<file path="src/rtl/axis_mover.sv">
// One-axis position engine: registered position advanced by STEP on tick.
// MODE 0 is a saturating paddle; MODE 1 is a bouncing ball with edge events.
module axis_mover #(
  parameter int WIDTH = 10,
  parameter int MIN   = 0,
  parameter int MAX   = 639,
  parameter int STEP  = 1,
  parameter int INIT  = 320,
  parameter int MODE  = 0
) (
  input  logic             clk,
  input  logic             rst,
  input  logic             tick,
  input  logic             up,
  input  logic             down,
  input  logic             start,
  input  logic             stop,
  input  logic             dir_init,
  input  logic             load,
  input  logic [WIDTH-1:0] load_val,
  output logic [WIDTH-1:0] pos,
  output logic             dir,
  output logic             moving,
  output logic             at_min,
  output logic             at_max,
  output logic             bounce,
  output logic [1:0]       edge_hit
);

  localparam int WX = WIDTH + 1;

  // Bound comparisons use one spare bit so pos+STEP can never wrap.
  localparam logic [WIDTH:0]   MIN_X  = WX'(MIN);
  localparam logic [WIDTH:0]   MAX_X  = WX'(MAX);
  localparam logic [WIDTH:0]   STEP_X = WX'(STEP);
  localparam logic [WIDTH-1:0] MIN_W  = WIDTH'(MIN);
  localparam logic [WIDTH-1:0] MAX_W  = WIDTH'(MAX);
  localparam logic [WIDTH-1:0] STEP_W = WIDTH'(STEP);
  localparam logic [WIDTH-1:0] INIT_W = WIDTH'(INIT);

  typedef enum logic {IDLE, RUN} state_t;

  state_t           state_q, state_d;
  logic [WIDTH-1:0] pos_q, pos_d;
  logic             dir_q, dir_d;
  logic             bounce_q, bounce_d;
  logic [1:0]       edge_q, edge_d;

  logic [WIDTH:0]   pos_x;
  logic [WIDTH:0]   inc_x;
  logic             hit_max;
  logic             hit_min;
  logic [WIDTH-1:0] inc_w;
  logic [WIDTH-1:0] dec_w;
  logic [WIDTH-1:0] load_clamped;

  // inc_w/dec_w are only selected when the wide compare proves they stay in range.
  assign pos_x   = {1'b0, pos_q};
  assign inc_x   = pos_x + STEP_X;
  assign hit_max = (inc_x >= MAX_X);
  assign hit_min = (pos_x <= MIN_X + STEP_X);
  assign inc_w   = pos_q + STEP_W;
  assign dec_w   = pos_q - STEP_W;

  assign load_clamped = (load_val < MIN_W) ? MIN_W :
                        (load_val > MAX_W) ? MAX_W : load_val;

  always_comb begin
    // NOTE: every output of this block gets a default first so no path can infer a latch.
    state_d  = state_q;
    pos_d    = pos_q;
    dir_d    = dir_q;
    bounce_d = 1'b0;
    edge_d   = 2'b00;

    if (load) begin
      pos_d = load_clamped;
    end else if (MODE == 0) begin
      if (tick && up && !down) begin
        dir_d = 1'b1;
        pos_d = hit_max ? MAX_W : inc_w;
      end else if (tick && down && !up) begin
        dir_d = 1'b0;
        pos_d = hit_min ? MIN_W : dec_w;
      end
    end else begin
      if (state_q == RUN && stop) begin
        state_d = IDLE;
      end else if (state_q == IDLE && start && !stop) begin
        state_d = RUN;
        dir_d   = dir_init;
      end else if (state_q == RUN && tick) begin
        if (dir_q) begin
          if (hit_max) begin
            pos_d    = MAX_W;
            dir_d    = 1'b0;
            bounce_d = 1'b1;
            edge_d   = 2'b10;
          end else begin
            pos_d = inc_w;
          end
        end else begin
          if (hit_min) begin
            pos_d    = MIN_W;
            dir_d    = 1'b1;
            bounce_d = 1'b1;
            edge_d   = 2'b01;
          end else begin
            pos_d = dec_w;
          end
        end
      end
    end
  end

  // NOTE: state registers use non-blocking assignments so all flops update from pre-edge values.
  always_ff @(posedge clk) begin
    if (rst) begin
      state_q  <= IDLE;
      pos_q    <= INIT_W;
      dir_q    <= 1'b1;
      bounce_q <= 1'b0;
      edge_q   <= 2'b00;
    end else begin
      state_q  <= state_d;
      pos_q    <= pos_d;
      dir_q    <= dir_d;
      bounce_q <= bounce_d;
      edge_q   <= edge_d;
    end
  end

  assign pos      = pos_q;
  assign dir      = dir_q;
  assign moving   = (MODE == 1) && (state_q == RUN);
  assign at_min   = (pos_q == MIN_W);
  assign at_max   = (pos_q == MAX_W);
  assign bounce   = bounce_q;
  assign edge_hit = edge_q;

endmodule

</file>
<file path="config.mk">
export PLATFORM = sky130hd
export DESIGN_NAME = axis_mover
export DESIGN_NICKNAME = d
export VERILOG_FILES = /design/src/rtl/axis_mover.sv
export SDC_FILE = /design/constraint.sdc
export NUM_CORES = 1
export LEC_CHECK = 0
export ABC_CLOCK_PERIOD_IN_PS = 3150
export BUFFER_PORTS_ARGS = -buffer_cell sky130_fd_sc_hd__buf_2
export CORE_MARGIN = 5
export CORE_UTILIZATION = 54
export DETAILED_ROUTE_END_ITERATION = 10
export PLACE_DENSITY = 0.81
export SLEW_MARGIN = 20
export SYNTH_ARGS = -nofsm -noshare
export SYNTH_HDL_FRONTEND = slang
export SYNTH_SLANG_ARGS = --single-unit
</file>
<file path="constraint.sdc">
create_clock -name clk -period 3.15 [get_ports clk]
set_clock_uncertainty 0.1 [all_clocks]
set_input_delay 0 -clock clk [delete_from_list [all_inputs] [get_ports clk]]
set_output_delay 0 -clock clk [all_outputs]
set_load 0.02 [all_outputs]
</file>
## After elaboration in Yosys (flattened, before gate mapping)

Index checks and enable logic that the tools add are counted.

| storage, ports and cells | value |
|---|---|
| register bits | 11 |
| bits in latches | 0 |
| RAM bits | 0 |
| memory bits (read-only) | 0 |
| input bits | 19 |
| output and inout port bits | 17 |
| logic and storage cells | 30 |
| memories | 0 |

| operators by class | value |
|---|---|
| add/sub/neg operators | 3 |
| multiply operators | 0 |
| div/mod/pow operators | 0 |
| order comparisons | 4 |
| equality and inequality tests | 1 |
| shift operators | 0 |
| muxes and demuxes | 9 |
| bitwise gates (word level) | 1 |
| reduce and logical (&&, ||, !) cells | 10 |

Operator list:

| operator | count |
|---|---|
| $mux W10 | 7 |
| $add A10 B1 Y11 const B | 1 |
| $ge A11 B10 Y1 const B | 1 |
| $add A10 B1 Y10 const B | 1 |
| $eq A10 B10 Y1 const B | 1 |
| $gt A10 B10 Y1 const B | 1 |
| $le A10 B1 Y1 const B | 1 |
| $logic_not A10 Y1 | 1 |
| $lt A10 B1 Y1 const B | 1 |
| $sub A10 B1 Y10 const B | 1 |
| $logic_and A1 B1 Y1 | 4 |
| $reduce_bool A3 Y1 | 1 |
| $logic_not A1 Y1 | 2 |
| $mux W1 | 2 |
| $reduce_and A2 Y1 | 1 |
| $reduce_bool A2 Y1 | 1 |
| $not A1 Y1 | 1 |

## Longest topological paths before layout

Gate-level depths: netlist of the first run.

| depth | value |
|---|---|
| depth in word-level cells | 5 |
| gate-level depth with buffers | 9 |
| depth with buffers taken out | 8 |

## Least setup slack after synthesis of the first run

OpenSTA, ideal clock, no wires.

| timing path | value |
|---|---|
| path type | register -> register |
| from | reg pos_q[0] (netlist: pos[0]) |
| to | reg pos_q[7] (netlist: pos[7]) |
| setup time | 0.086 ns |
| arrival time | 2.226 ns |
| required time | 2.964 ns |
| setup slack | 0.738 ns |
| stages on the path, launching flop included | 10 |
| buffers on the path | 1 |
| period minus slack after synthesis | 2.412 ns |
| path through | dfxtp_1 buf_4 inv_1 ha_1 nor2b_1 o21a_1 o221ai_2 nor4b_2 or4b_1 a221oi_2 |

| between the ends | value |
|---|---|
| word-level cells in the longest chain between the ends | 5 |
| elaborated cells on any way between the ends | 10 |
| those cells by class | add/sub (3); order compare (2); mux (5) |

RTL lines:

| element | RTL line | source |
|---|---|---|
| from (decl) | 44 | `logic [WIDTH-1:0] pos_q, pos_d;` |
| from (signal assigned) | 126 | `pos_q <= pos_d;` |
| $add A10 B1 Y11 (tied with other cells) | 59 | `assign inc_x = pos_x + STEP_X;` |
| $ge A11 B10 Y1 / $mux W10 (equally long branches) | 60, 84 |  |
| $mux W10 (on tied branches) | 81, 82 |  |
| $mux W10 (*) | 79 | `if (tick && up && !down) begin` |
| $mux W10 (*) | 76 | `if (load) begin` |

Every way passes the cells marked *; elsewhere a longest branch is shown, timed or not. The select of a mux whose other input is x is not followed.
A chain may end at the register's enable or synchronous reset.

## Worst setup path in the final report of the first run

| timing path | value |
|---|---|
| from | reg pos_q[1] (netlist: pos[1]) |
| to | reg pos_q[4] (netlist: pos[4]) |

Same word-level chain as after synthesis.

==> run_results.csv, run 1 <==
group,metric,value,unit
setup_path,worst_setup_path_start_kind,"flip-flop",
route,vias_per_cell,6.39,
clock_tree,ctsHtreeMaxLevel,1,
logic_synthesis,synth_warnings,0,
global_routing,overflow,0,
floorplanning,core,2520,um^2
floorplanning,die_w,61.7,um
global_routing,grt_pass1_vias,1468,
placement,gp_congestion,0.855,
placement,dp_hpwl,2840,um
clock_tree,cts_buffer_depth,2,
setup_path,end_kind,"flip-flop",
setup_path,r2r.worst_path.cells,9,
layout,area_growth,14.1,%
global_routing,grt_pass1_wl,6690,um
logic_synthesis,synth-edff-count,0,
power,leakagePower,0.000615,uW
clock_tree,clock-sinks,11,
route,drt-total-wl,4110,um
flow_run,cap_violations,0,
clock_tree,clk_transition_reported_paths,0.09,ns
logic_synthesis,syn_area,1440,um^2
sta,hold_viol,0,
setup_path,r2r_start,"pos[1]$_SDFFE_PP0P_",
floorplanning,rows,18,
layout,diodes,0,
floorplanning,start_util,0.571,
min_path,hold_path.class,"in -> reg",
floorplanning,io_pins,36,
sta,period_minus_slack,3.01,ns
global_routing,antenna_found_initial,0,
route,vias,1635,
layout,drive_gt1_frac,0.212,
sta,rsz0062_at_grt,"false",
sta,post-route-period-util,0.954,
setup_path,worst-r2r-setup-slack,0.14,ns
clock_tree,clkLatencyLatePin,0.27,ns
setup_path,worstPathMaxFanout,9,
route,dr.pass1.iters,7,
clock_tree,root_buffer,"clkbuf_4",
logic_synthesis,synthArstFlopShare,0,
power,vdd_drop_max,0.265,mV
power,powerDensity,305,nW/um^2
sta,slew_headroom,0.636,
clock_tree,cts_buffers,3,
placement,place_area,1530,um^2
floorplanning,die_y,61.7,um
logic_synthesis,ys_seq_area_frac,0.153,
run_status,status,"complete, no violations",
logic_synthesis,synth_cell_types,55,
route,antenna_left,0,
clock_tree,cts_setup_buffers,0,
setup_path,crit_arrival,3.12,ns
logic_synthesis,synthesis.instances,200,
logic_synthesis,ys_ff_latch,11,
logic_synthesis,ys.flop_type,"dfxtp_1",
sta,setup_viol,0,
logic_synthesis,syn_area_per_cell,7.21,um^2
global_routing,grtUsageTotal,0.236,
layout,final_nets,251,
sta,slew_violations,0,
global_routing,grt_max_degree,23,
sta,fin_setup_tns,0,ns
setup_path,required,3.26,ns
placement,port_buffers,28,
setup_path,worstSetupPathType,"reg -> reg",
setup_path,crit_path_end,"pos[4]$_SDFFE_PP0P_",
setup_path,cpPeakStageDelay,0.57,ns
layout,fin_area,1650,um^2
setup_path,rr_endpoint,"pos[4]$_SDFFE_PP0P_",
route,drc,0,
floorplanning,dieArea,3800,um^2
clock_tree,cts_tree,"built",
setup_path,cp_slowest_cell,"dlygate4sd3_1",
route,drt_iter0_markers,149,
route,post_drt_wl_per_cell,16.0,um
setup_path,crit_chain,"inv_1 -> ha_1 -> or2_2 -> and4_1 -> o31a_1 -> o21ai_0 -> o211ai_1 -> a31oi_1 -> dlygate4sd3_1",
sta,fmax,333,MHz
sta,tightest_slew,0.545,ns
setup_path,crit_start,"pos[1]$_SDFFE_PP0P_",
-- cell usage after synthesis, types with 6 or more instances --
library cell  count  area, um^2
a21oi_1          14        70.1
a31oi_1           7        43.8
buf_4             6        45.0
clkbuf_1          7        26.3
dfxtp_1          11         220
inv_1             6        22.5
nand2_1          12        45.0
nand3_1           6        30.0
nor2_1           17        63.8
nor3_1            8        40.0
o21ai_0          17        85.1
-- routing by layer --
metal  up-vias  part of all wire  track usage
met5         -                 0            0
met4         0             0.019       0.0818
met3        16              0.11       0.0314
met2        93              0.46        0.374
met1       729              0.41        0.326
li1        797                 -            -
-- layout by cell type, fill, tap and decap left out, types with 2 or more instances in the layout --
master / count
conb_1: 4
xnor2_1: 5
a21oi_1: 14
dfxtp_1: 10
clkbuf_4: 3
a211o_1: 3
a21boi_1: 2
or3_1: 3
nor3_1: 8
o32ai_1: 2
nor4_1: 2
ha_1: 5
or2_2: 2
o21ai_1: 2
inv_1: 6
nor2b_1: 5
o21ai_0: 17
nand3_1: 6
o31a_1: 2
buf_2: 28
xor2_1: 3
and3_1: 3
nor3b_1: 2
o211ai_1: 2
buf_4: 3
nand2_1: 12
a31oi_1: 7
dlygate4sd3_1: 8
nand3b_1: 2
a211oi_1: 3
o21a_1: 3
and4_1: 4
nor2_1: 17
a221oi_2: 2
mux2i_1: 2
nand4_1: 2
-- sequential cells by signal, indices dropped and copies added (netlist names) --
name  cells
pos      10
dir       1
-- cell families after synthesis --
logic type / count (synthesis) / share of synthesized area
adders and majority gates: 5 / 0.0434
xor gates and xnor gates: 8 / 0.0486
buffers and inverters: 26 / 0.0981
AOI/OAI and AO/OA: 71 / 0.337
muxes: 3 / 0.0217
and+or+nand+nor: 75 / 0.296
DFF: 11 / 0.153
other: 1 / 0.00260
-- area by class of cell --
class | instances | area [um^2]
clock buffer | 4 | 26.3
fill | 252 | 877
inverter | 6 | 22.5
multi-input combinational | 166 | 1090
sequential | 11 | 221
tap | 30 | 37.5
timing repair buffer | 39 | 243
-- stage by stage --
stage / hold slack [ns] / std cells / util / worst slack (ns) / total power, uW
floorplan: 0.0449 / 203 / - / 0.738 / 346
global placement: 0.133 / 244 / 0.608 / 0.541 / 385
detailed placement: 0.135 / 244 / 0.608 / 0.482 / 388
CTS: 0.0127 / 256 / 0.650 / 0.0781 / 502
global route: 0.0608 / 256 / 0.652 / 0.0355 / 539
finish: 0.0141 / 256 / 0.652 / 0.144 / 503
-- repair_timing --
item,4_1_cts,5_1_grt
gates resized for setup,0,2
endpoints found under the setup margin,0,2
hold buffers,8,0
hold endpoints to repair,7,0
-- how the worst min path moves through the flow --
stage                startpoint                  end  slack (ns)  cells past startpoint
CTS                 load_val[7]  pos[7]$_SDFFE_PP0P_        0.01                      3
detailed placement  load_val[3]  pos[3]$_SDFFE_PP0P_        0.14                      3
global placement    load_val[3]  pos[3]$_SDFFE_PP0P_        0.13                      3
floorplan           load_val[3]  pos[3]$_SDFFE_PP0P_        0.04                      2
finish              load_val[5]  pos[5]$_SDFFE_PP0P_        0.01                      3
global route        load_val[2]  pos[2]$_SDFFE_PP0P_        0.06                      3
-- critical path: cells and delay by family, from the launching register on --
family / cells / cell delay (ns)
buffers and inverters: 2 / 0.73
AO/OA/AOI/OAI: 4 / 0.77
flip-flops: 1 / 0.49
adder cells (fa/ha/maj): 1 / 0.25
AND/OR/NAND/NOR: 2 / 0.61
-- where the power goes --
part / leakage (uW) / switching (uW) / internal, uW / total [uW]
Sequential: 0.0000918 / 39.1 / 152 / 191
Combinational: 0.000509 / 119 / 90.1 / 209
Clock: 0.0000150 / 54.0 / 49.0 / 103
Power figures use the tool's default switching activity.
==> run 2, diff against run 1 <==
Settings changed: CTS_CLUSTER_SIZE set to 25, RECOVER_POWER set to 100.
==> run_results.csv, run 2 (synthesis gave the netlist of run 1 again) <==
group,metric,value,unit
run_status,status,"complete, no violations",
global_routing,overflow,0,
min_path,holdPathEnd,"pos[7]$_SDFFE_PP0P_",
setup_path,worst_setup_path_start_kind,"flip-flop",
floorplanning,die_y,61.7,um
sta,setup_ws,0.136,ns
layout,multiInputGateArea,1080,um^2
flow_run,cap_violations,0,
floorplanning,core,2520,um^2
route,drc,0,
setup_path,worstPathMaxFanout,9,
route,drt_iter0_markers,162,
clock_tree,cts_buffer_depth,2,
global_routing,grt_pass1_vias,1468,
layout,seq_area,221,um^2
global_routing,grt_max_degree,23,
floorplanning,rows,18,
route,drt-total-wl,4170,um
clock_tree,clkLatencyLatePin,0.28,ns
route,dr.pass1.iters,6,
min_path,hold_path.class,"in -> reg",
clock_tree,ctsHtreeMaxLevel,1,
sta,setup_viol,0,
placement,port_buffers,28,
layout,final_cell_mix,"17 x nor2_1, 17 x o21ai_0, 16 x buf_2, 15 x clkbuf_1, 14 x a21oi_1",
clock_tree,root_buffer,"clkbuf_4",
global_routing,grtUsageTotal,0.236,
layout,diodes,0,
layout,final_nets,251,
route,vias_per_cell,6.33,
setup_path,r2r_start,"pos[1]$_SDFFE_PP0P_",
sta,post-route-period-util,0.957,
clock_tree,cts_tree,"built",
clock_tree,cts_buffers,3,
layout,drive_gt1_frac,0.137,
sta,tightest_slew,0.556,ns
setup_path,end_kind,"flip-flop",
layout,nFillCells,260,
global_routing,antenna_found_initial,0,
placement,pre_cts_ws,0.482,ns
route,vias,1620,
global_routing,grt_pass1_wl,6690,um
sta,slew_violations,0,
sta,fmax,332,MHz
sta,rsz0062_at_grt,"false",
power,powerDensity,310,nW/um^2
floorplanning,start_util,0.571,
placement,gp_congestion,0.855,
power,vdd_drop_max,0.263,mV
setup_path,worst-r2r-setup-slack,0.14,ns
sta,holdWs,0.0149,ns
sta,fin_setup_tns,0,ns
setup_path,crit_arrival,3.13,ns
setup_path,worstSetupPathType,"reg -> reg",
layout,final_util,0.637,
clock_tree,cts_setup_buffers,0,
min_path,hold_depth,3,
setup_path,rr_endpoint,"pos[4]$_SDFFE_PP0P_",
setup_path,required,3.26,ns
clock_tree,clk_transition_reported_paths,0.09,ns
min_path,hp-start,"load_val[7]",
sta,slew_headroom,0.629,
power,leakagePower,0.000566,uW
floorplanning,die_w,61.7,um
route,antenna_left,0,
sta,hold_viol,0,
placement,dp_hpwl,2840,um
clock_tree,clock-sinks,11,
route,post_drt_wl_per_cell,16.3,um
floorplanning,dieArea,3800,um^2
floorplanning,io_pins,36,
layout,area_growth,11.5,%
sta,period_minus_slack,3.01,ns
setup_path,r2r.worst_path.cells,9,
layout,largest_register_ffs,10,
run 2: cell types whose count changed in the layout (fill, tap and decap cells not counted):
cell / delta
clkbuf_1: +14
buf_2: -12
buf_4: -2
a221oi_1: +1
a221oi_2: -1
nor4b_1: +1
nor4b_2: -1
or4_1: +1
or4_4: -1
run 2: routing by layer:
| layer | vias to the layer above | routed length (um) | global-route usage |
|---|---|---|---|
| li1 | 798 | - | - |
| met1 | 733 | 1840 | 0.326 |
| met2 | 76 | 1910 | 0.374 |
| met3 | 13 | 333 | 0.0314 |
| met4 | 0 | 82 | 0.0818 |
| met5 | - | 0 | 0 |
run 2: power breakdown:
group	total (uW)	internal [uW]	switching (uW)
Sequential	192	152	40.0
Combinational	202	84.0	118
Clock	104	49.1	55.3
run 2: through the flow:
step | cell area [um^2] | power [uW] | std cells
2_1_floorplan | 1450 | 346 | 203
3_3_place_gp | 1530 | 385 | 244
3_5_place_dp | 1530 | 388 | 244
4_1_cts | 1640 | 502 | 256
5_1_grt | 1610 | 532 | 256
6_report | 1610 | 498 | 256
run 2: worst max-delay path, stage by stage (launching register included):
cell and delay [ns]:
dfxtp_1 0.50, inv_1 0.16, ha_1 0.25, or2_2 0.33, and4_1 0.28, o31a_1 0.31, o21ai_0 0.15, o211ai_1 0.12
a31oi_1 0.19, dlygate4sd3_1 0.57
run 2: worst max path at each step:
stage	slack, ns	endpoint	start	depth (start not counted)
after floorplan	0.74	pos[7]$_SDFFE_PP0P_	pos[0]$_SDFFE_PP0P_	9
after global placement	0.54	pos[7]$_SDFFE_PP0P_	pos[0]$_SDFFE_PP0P_	8
after detailed placement	0.48	pos[7]$_SDFFE_PP0P_	pos[0]$_SDFFE_PP0P_	8
after CTS	0.08	pos[3]$_SDFFE_PP0P_	pos[0]$_SDFFE_PP0P_	8
after global routing	0.04	pos[4]$_SDFFE_PP0P_	pos[1]$_SDFFE_PP0P_	9
final	0.14	pos[4]$_SDFFE_PP0P_	pos[1]$_SDFFE_PP0P_	9
run 2: area by class of cell:
type / count / share of cell area
clock buffers: 4 / 0.0164
inverters: 6 / 0.0140
multi-input cells: 166 / 0.671
flip-flops and latches: 11 / 0.138
well taps: 30 / 0.0234
repair buffers: 39 / 0.137
run 2: repair_timing:
action / CTS / global route
setup endpoints to repair: 0 / 2
resized for setup: 0 / 2
hold buffers: 8 / 0
hold endpoints to repair: 7 / 0
